`config.mk`:
```
export PLATFORM = sky130hd
export DESIGN_NAME = axi_lite_ctrl_regs_mc
export DESIGN_NICKNAME = d
export VERILOG_FILES = /design/src/rtl/axi_lite_ctrl_regs_mc.sv
export SDC_FILE = /design/constraint.sdc
export NUM_CORES = 1
export LEC_CHECK = 0
export ABC_AREA = 1
export BUFFER_PORTS_ARGS = -buffer_cell sky130_fd_sc_hd__buf_2
export CAP_MARGIN = 20
export CORE_UTILIZATION = 39
export CTS_CLUSTER_SIZE = 28
export DETAILED_ROUTE_END_ITERATION = 8
export PLACE_DENSITY_LB_ADDON = 0.08
export SETUP_SLACK_MARGIN = 0.3
export SYNTH_ARGS = -nofsm -noshare
export SYNTH_HDL_FRONTEND = slang
export SYNTH_SLANG_ARGS = --single-unit
```
`constraint.sdc`:
```
create_clock -name S_AXI_ACLK -period 2.4 [get_ports S_AXI_ACLK]
set_input_delay 0.12 -clock S_AXI_ACLK [delete_from_list [all_inputs] [get_ports S_AXI_ACLK]]
set_output_delay 0.12 -clock S_AXI_ACLK [all_outputs]
set_load 0.02 [all_outputs]
```
`src/rtl/axi_lite_ctrl_regs_mc.sv`:
```
// axi_lite_ctrl_regs_mc: AXI4-Lite control/status slave for NUM_CH convolution cores.
// Map: 0x00 REVISION, 0x04 GCTRL, 0x08 IRQ_STAT (W1C), 0x0C IRQ_EN, then one 16-byte
// block per channel at 0x10+0x10*n: CH_CTRL, CH_STAT, DMA_ADDR, reserved.
// Optional build macro CTRL_REGS_DONE_CNT_EN adds a saturating done counter in CH_STAT[31:16].
module axi_lite_ctrl_regs_mc #(
  parameter logic [31:0] REVISION           = 32'h20200301,
  parameter int unsigned NUM_CH             = 4,
  parameter int unsigned C_S_AXI_DATA_WIDTH = 32,
  parameter int unsigned C_S_AXI_ADDR_WIDTH = 8
) (
  input  logic                              S_AXI_ACLK,
  input  logic                              S_AXI_ARESETN,
  input  logic                              S_AXI_AWVALID,
  output logic                              S_AXI_AWREADY,
  input  logic [C_S_AXI_ADDR_WIDTH-1:0]     S_AXI_AWADDR,
  input  logic [2:0]                        S_AXI_AWPROT,
  input  logic                              S_AXI_WVALID,
  output logic                              S_AXI_WREADY,
  input  logic [C_S_AXI_DATA_WIDTH-1:0]     S_AXI_WDATA,
  input  logic [C_S_AXI_DATA_WIDTH/8-1:0]   S_AXI_WSTRB,
  output logic                              S_AXI_BVALID,
  input  logic                              S_AXI_BREADY,
  output logic [1:0]                        S_AXI_BRESP,
  input  logic                              S_AXI_ARVALID,
  output logic                              S_AXI_ARREADY,
  input  logic [C_S_AXI_ADDR_WIDTH-1:0]     S_AXI_ARADDR,
  input  logic [2:0]                        S_AXI_ARPROT,
  output logic                              S_AXI_RVALID,
  input  logic                              S_AXI_RREADY,
  output logic [C_S_AXI_DATA_WIDTH-1:0]     S_AXI_RDATA,
  output logic [1:0]                        S_AXI_RRESP,
  output logic                              IRQ_out,
  output logic [NUM_CH-1:0]                 ch_start,
  output logic [NUM_CH-1:0]                 ch_load_param,
  output logic [NUM_CH-1:0]                 ch_frm_is_ref,
  output logic [NUM_CH-1:0]                 ch_frm_is_diff,
  output logic [NUM_CH*8-1:0]               ch_frm_index,
  output logic [NUM_CH*32-1:0]              ch_dma_addr,
  input  logic [NUM_CH-1:0]                 ch_done
);

  localparam logic [1:0] RESP_OKAY   = 2'b00;
  localparam logic [1:0] RESP_SLVERR = 2'b10;

  // write channel state
  logic                          awready, wready, bvalid;
  logic [1:0]                    bresp;
  logic                          aw_held, w_held;
  logic [C_S_AXI_ADDR_WIDTH-1:0] aw_addr;
  logic [31:0]                   w_data;
  logic [3:0]                    w_strb;
  logic [31:0]                   wmask;

  // read channel state
  logic                          arready, rvalid;
  logic [1:0]                    rresp;
  logic [31:0]                   rdata;
  logic [C_S_AXI_ADDR_WIDTH-1:0] ar_addr;
  logic [31:0]                   rd_val;
  logic                          rd_err;
  logic [31:0]                   rd_blk;

  // write decode
  logic                          wr_en, wr_ok;
  logic [31:0]                   wr_blk;
  logic                          gctrl_we, irq_en_we;
  logic [NUM_CH-1:0]             stat_clr;
  logic [NUM_CH-1:0]             ctrl_we, stat_we, dma_we;

  // register file
  logic                          gctrl_ie;
  logic [NUM_CH-1:0]             irq_stat, irq_en;
  logic                          irq_q;
  logic [NUM_CH-1:0]             start_q, load_q, busy, overrun;
  logic [NUM_CH-1:0]             frm_ref, frm_diff;
  logic [7:0]                    frm_index [NUM_CH];
  logic [31:0]                   dma_addr  [NUM_CH];
`ifdef CTRL_REGS_DONE_CNT_EN
  logic [15:0]                   done_cnt  [NUM_CH];
`endif

  logic unused_bits;
  assign unused_bits = ^{S_AXI_AWPROT, S_AXI_ARPROT, aw_addr[1:0], ar_addr[1:0]};

  assign S_AXI_AWREADY  = awready;
  assign S_AXI_WREADY   = wready;
  assign S_AXI_BVALID   = bvalid;
  assign S_AXI_BRESP    = bresp;
  assign S_AXI_ARREADY  = arready;
  assign S_AXI_RVALID   = rvalid;
  assign S_AXI_RDATA    = rdata;
  assign S_AXI_RRESP    = rresp;
  assign IRQ_out        = irq_q;
  assign ch_start       = start_q;
  assign ch_load_param  = load_q;
  assign ch_frm_is_ref  = frm_ref;
  assign ch_frm_is_diff = frm_diff;

  // expand byte strobes into a bit mask
  always_comb begin
    wmask = '0;
    for (int unsigned b = 0; b < 4; b++) begin
      wmask[b*8 +: 8] = {8{w_strb[b]}};
    end
  end

  // write decode: 16-byte block 0 is global, block n+1 is channel n
  always_comb begin
    wr_blk    = 32'(aw_addr) >> 4;
    wr_en     = aw_held && w_held && !bvalid;
    wr_ok     = (wr_blk <= NUM_CH);
    gctrl_we  = wr_en && (wr_blk == 32'd0) && (aw_addr[3:2] == 2'd1);
    irq_en_we = wr_en && (wr_blk == 32'd0) && (aw_addr[3:2] == 2'd3);
    stat_clr  = '0;
    if (wr_en && (wr_blk == 32'd0) && (aw_addr[3:2] == 2'd2)) begin
      stat_clr = w_data[NUM_CH-1:0] & wmask[NUM_CH-1:0];
    end
    ctrl_we = '0;
    stat_we = '0;
    dma_we  = '0;
    for (int unsigned n = 0; n < NUM_CH; n++) begin
      ctrl_we[n] = wr_en && (wr_blk == n + 1) && (aw_addr[3:2] == 2'd0);
      stat_we[n] = wr_en && (wr_blk == n + 1) && (aw_addr[3:2] == 2'd1);
      dma_we[n]  = wr_en && (wr_blk == n + 1) && (aw_addr[3:2] == 2'd2);
    end
  end

  // AW/W capture, commit and B response handshake
  always_ff @(posedge S_AXI_ACLK or negedge S_AXI_ARESETN) begin
    if (!S_AXI_ARESETN) begin
      awready <= 1'b0;
      wready  <= 1'b0;
      bvalid  <= 1'b0;
      bresp   <= RESP_OKAY;
      aw_held <= 1'b0;
      w_held  <= 1'b0;
      aw_addr <= '0;
      w_data  <= '0;
      w_strb  <= '0;
    end else begin
      awready <= S_AXI_AWVALID && !aw_held && !awready;
      wready  <= S_AXI_WVALID && !w_held && !wready;
      if (awready && S_AXI_AWVALID) begin
        aw_held <= 1'b1;
        aw_addr <= S_AXI_AWADDR;
      end
      if (wready && S_AXI_WVALID) begin
        w_held <= 1'b1;
        w_data <= S_AXI_WDATA;
        w_strb <= S_AXI_WSTRB;
      end
      if (wr_en) begin
        bvalid <= 1'b1;
        bresp  <= wr_ok ? RESP_OKAY : RESP_SLVERR;
      end else if (bvalid && S_AXI_BREADY) begin
        bvalid  <= 1'b0;
        aw_held <= 1'b0;
        w_held  <= 1'b0;
      end
    end
  end

  // read data mux from the latched read address
  always_comb begin
    rd_blk = 32'(ar_addr) >> 4;
    rd_val = '0;
    rd_err = 1'b0;
    if (rd_blk == 32'd0) begin
      case (ar_addr[3:2])
        2'd0: rd_val = REVISION;
        2'd1: rd_val = {31'b0, gctrl_ie};
        2'd2: rd_val = 32'(irq_stat);
        2'd3: rd_val = 32'(irq_en);
      endcase
    end else if (rd_blk <= NUM_CH) begin
      for (int unsigned n = 0; n < NUM_CH; n++) begin
        if (rd_blk == n + 1) begin
          case (ar_addr[3:2])
            2'd0: rd_val = {16'b0, frm_index[n], 2'b0, frm_diff[n], frm_ref[n], 4'b0};
`ifdef CTRL_REGS_DONE_CNT_EN
            2'd1: rd_val = {done_cnt[n], 14'b0, overrun[n], busy[n]};
`else
            2'd1: rd_val = {30'b0, overrun[n], busy[n]};
`endif
            2'd2: rd_val = dma_addr[n];
            2'd3: rd_val = '0;
          endcase
        end
      end
    end else begin
      rd_err = 1'b1;
    end
  end

  // AR capture and R response handshake; address latched when ARREADY is raised
  always_ff @(posedge S_AXI_ACLK or negedge S_AXI_ARESETN) begin
    if (!S_AXI_ARESETN) begin
      arready <= 1'b0;
      rvalid  <= 1'b0;
      rdata   <= '0;
      rresp   <= RESP_OKAY;
      ar_addr <= '0;
    end else begin
      arready <= 1'b0;
      if (S_AXI_ARVALID && !arready && !rvalid) begin
        arready <= 1'b1;
        ar_addr <= S_AXI_ARADDR;
      end
      if (arready && S_AXI_ARVALID) begin
        rvalid <= 1'b1;
        rdata  <= rd_val;
        rresp  <= rd_err ? RESP_SLVERR : RESP_OKAY;
      end else if (rvalid && S_AXI_RREADY) begin
        rvalid <= 1'b0;
      end
    end
  end

  // global registers and interrupt; a done pulse wins over a same-cycle W1C
  always_ff @(posedge S_AXI_ACLK or negedge S_AXI_ARESETN) begin
    if (!S_AXI_ARESETN) begin
      gctrl_ie <= 1'b0;
      irq_en   <= '0;
      irq_stat <= '0;
      irq_q    <= 1'b0;
    end else begin
      if (gctrl_we && w_strb[0]) gctrl_ie <= w_data[0];
      if (irq_en_we) begin
        irq_en <= (irq_en & ~wmask[NUM_CH-1:0]) | (w_data[NUM_CH-1:0] & wmask[NUM_CH-1:0]);
      end
      irq_stat <= (irq_stat & ~stat_clr) | ch_done;
      irq_q    <= (|(irq_stat & irq_en)) & gctrl_ie;
    end
  end

  // per-channel control, busy/overrun tracking and DMA address
  always_ff @(posedge S_AXI_ACLK or negedge S_AXI_ARESETN) begin
    if (!S_AXI_ARESETN) begin
      start_q  <= '0;
      load_q   <= '0;
      busy     <= '0;
      overrun  <= '0;
      frm_ref  <= '0;
      frm_diff <= '0;
      for (int unsigned n = 0; n < NUM_CH; n++) begin
        frm_index[n] <= '0;
        dma_addr[n]  <= '0;
      end
    end else begin
      for (int unsigned n = 0; n < NUM_CH; n++) begin
        start_q[n] <= 1'b0;
        load_q[n]  <= 1'b0;
        if (ctrl_we[n] && w_strb[0]) begin
          frm_ref[n]  <= w_data[4];
          frm_diff[n] <= w_data[5];
          load_q[n]   <= w_data[1];
        end
        if (ctrl_we[n] && w_strb[1]) frm_index[n] <= w_data[15:8];
        if (ctrl_we[n] && w_strb[0] && w_data[0] && !busy[n]) begin
          start_q[n] <= 1'b1;
          busy[n]    <= 1'b1;
        end else if (ch_done[n]) begin
          busy[n] <= 1'b0;
        end
        if (ctrl_we[n] && w_strb[0] && w_data[0] && busy[n]) begin
          overrun[n] <= 1'b1;
        end else if (stat_we[n] && w_strb[0] && w_data[1]) begin
          overrun[n] <= 1'b0;
        end
        if (dma_we[n]) dma_addr[n] <= (dma_addr[n] & ~wmask) | (w_data & wmask);
      end
    end
  end

`ifdef CTRL_REGS_DONE_CNT_EN
  // saturating per-channel done counters; a clear in the same cycle as a done leaves 1
  always_ff @(posedge S_AXI_ACLK or negedge S_AXI_ARESETN) begin
    if (!S_AXI_ARESETN) begin
      for (int unsigned n = 0; n < NUM_CH; n++) done_cnt[n] <= '0;
    end else begin
      for (int unsigned n = 0; n < NUM_CH; n++) begin
        if (stat_we[n] && (w_strb[3:2] == 2'b11) && (w_data[31:16] == 16'hFFFF)) begin
          done_cnt[n] <= ch_done[n] ? 16'd1 : 16'd0;
        end else if (ch_done[n] && (done_cnt[n] != '1)) begin
          done_cnt[n] <= done_cnt[n] + 16'd1;
        end
      end
    end
  end
`endif

  // pack per-channel fields onto the flat output buses
  always_comb begin
    ch_frm_index = '0;
    ch_dma_addr  = '0;
    for (int unsigned n = 0; n < NUM_CH; n++) begin
      ch_frm_index[n*8 +: 8] = frm_index[n];
      ch_dma_addr[n*32 +: 32] = dma_addr[n];
    end
  end

endmodule

```
==> flow_summary.toml <==
[outcome]
status = "finished clean"

[route]
drtPass1Iterations = 6
num_vias = 10800
routed_wl_mm = 38.2
via_per_inst = 4.90
antenna_left = 0
avgRoutedWirePerCell_um = 17.3
drc_errors = 0
drt_first_iter_violations = 665

[critical_path]
crit_required_ps = 2830
reg2regPathDepth = 10
critPathKind = "register to register"
crit_slowest_cell = "dfrtp_1"
cpPeakStageDelay_ps = 390
r2r-start = "S_AXI_BVALID"
crit_family = "buffers and inverters"
crit_buf_inv = 4
cp-start-kind = "register"
cp.arrival_ps = 2340
crit_top_cell = "buf_4"
critPathCaptureType = "register"
r2r_slack_ps = 490
path_cells = "inv_1, nand3_4, nor2_1, inv_2, nor3_4, buf_4, nand3_1, buf_4, nand2_1, o21ai_0"
crit_fanout = 9

[final_layout]
finalInstanceArea_um2 = 15700
area_growth_pct = 29.9
final_common_cell = "nand2_1"
drive_above_1_share = 0.217
antenna_cells = 0
fillCellCount = 3031
stdcell_count = 2201
layout_common_cells = "533 x nand2_1, 283 x dfrtp_1, 273 x buf_2"
fin_nets = 1851
final_util = 0.515

[placement]
finalWeightedCongestion = 0.850
dp_hpwl_mm = 26.8
io_buffers = 274
dp.cells = 2084
place_area_um2 = 14200

[synthesis]
synth_mux_area_frac = 0
synth.avg_cell_area_um2 = 8.51
synth-seq-cells = 283
synth_top_area_frac = 0.584
netlist_instances = 1424
post_synth_num_cell_types = 30
yosysTopAreaCell = "dfrtp_1"
synth_xor_area_frac = 0
synth_fa_ha_area_frac = 0
yosys_warnings = 0
synth_compound_area_frac = 0.110
synth_simple_gate_area_share = 0.250
synth_top_family_by_area = "simple AND/OR/NAND/NOR gates"
synth_area_um2 = 12100
synth_area_leaders = "dfrtp_1 58%, nand2_1 17%, o21ai_0 9.6%, nand3_1 3.8%, inv_1 2.3%"
synth_seq_area_share = 0.584

[clock_network]
cts_setup_buffers = 0
path_clk_slew_ps = 60
cts_root_buf = "clkbuf_16"
clk_path_buf_depth = 3
cts_made_buffers = 31
cts_tree = "built"
clock_latency_ps = 550
h-tree-depth = 1
cts_sinks = 283

[die]
die_w_um = 178
die_h_um = 178
core-area_um2 = 30600
fp.dieArea_um2 = 31800
rows = 64
io_pins = 287
initial_core_util = 0.396

[power]
ir_drop_mv = 0.536
powerDensity_nw_per_um2 = 1010
p_leak_nw = 8.17

[global_route]
grt_max_degree = 59
grt_overflow_total = 0
grt_usage = 0.241
first_global_vias = 10400
antenna_found_initial = 0
grt_pass1_wl_mm = 58.6

[job]
drv_cap = 0

[timing]
hold_viol = 0
rsz0062_at_grt = "false"
relSlewSlack = 0.526
post-route-min-period_ps = 1910
clock.fmax_ghz = 0.523
setup_viol_count_final = 0
fin_setup_tns_ps = 0
slew_viol_final = 0
worst_pin_slew_ps = 708
clock_skew_ps = 10.5
finalCritPeriodShare = 0.797

[worst_hold_path]
hp-class = "input pin to async pin"
-- worst max path at each step --
stage / to / cells past startpoint / startpoint
floorplan: register / 9 / S_AXI_BVALID
global placement: S_AXI_RDATA[29] / 7 / ar_addr[5]
detailed placement: S_AXI_RDATA[29] / 7 / ar_addr[5]
CTS: S_AXI_RDATA[29] / 7 / ar_addr[5]
global route: register / 10 / S_AXI_BVALID
finish: register / 10 / S_AXI_BVALID
-- stage by stage --
stage	setup WS (ps)	total power, W	hold WS, ps
after floorplan	620	0.00926	-176
after global placement	421	0.0113	95.4
after detailed placement	405	0.0113	101
after CTS	405	0.0161	110
after global routing	333	0.0169	124
final	488	0.0159	93.2
-- worst register-to-register path: cells and delay by family, from the launching register on --
family                 cells  cell delay [ps]
AOI/OAI and AO/OA          1               70
buffers and inverters      4              690
DFF                        1              390
and+or+nand+nor            5              650
-- cells in the mapped netlist --
cell	n
o21ai_0	233
nand3b_1	1
nand4_1	24
nor2_2	2
conb_1	1
clkbuf_1	37
nand3_1	93
nor3_4	3
nor3b_1	2
o31ai_1	1
nand2_4	1
buf_1	3
dfrtp_1	283
buf_2	11
nor4_1	1
buf_6	15
o22ai_1	5
o21a_1	1
inv_1	74
clkinv_1	2
buf_4	2
inv_2	2
nand2_1	533
a21oi_1	12
o21bai_1	2
o21ai_1	8
nor4_4	1
nor2_1	64
nor3_1	6
nand3_4	1
-- layout make-up --
class                           count  area, um2  area share
Inverter                           78        295      0.0188
Sequential cell                   283       7080       0.450
Multi-Input combinational cell    996       4390       0.279
Tap cell                          396        495      0.0315
Timing Repair Buffer              392       2510       0.159
Clock inverter                      7       66.3     0.00421
Clock buffer                       49        913      0.0580
-- cells by family after synthesis --
group | Yosys count
AND/OR/NAND/NOR | 732
flip-flops | 283
AO/OA/AOI/OAI | 262
buffers and inverters | 146
other | 1
-- where the power goes --
part | switching [W] | leakage [nW] | internal [W]
sequential | 0.000819 | 3.81 | 0.00583
clock | 0.00191 | 0.485 | 0.00270
combinational | 0.00327 | 3.88 | 0.00140
total | 0.00600 | 8.17 | 0.00993
-- repair_timing --
action / CTS / global route
gates resized for setup: 0 / 2
hold endpoints to repair: 312 / 0
hold buffers: 61 / 0
endpoints found under the setup margin: 0 / 9
-- metal layers --
| layer | up-vias | part of all wire | GRT usage |
|---|---|---|---|
| li1 | 5336 | - | - |
| met1 | 5084 | 0.44 | 0.326 |
| met2 | 307 | 0.46 | 0.391 |
| met3 | 65 | 0.065 | 0.0437 |
| met4 | 0 | 0.029 | 0.0734 |
| met5 | - | 0 | 0 |
Note: power is estimated with default switching activity, not from simulation.
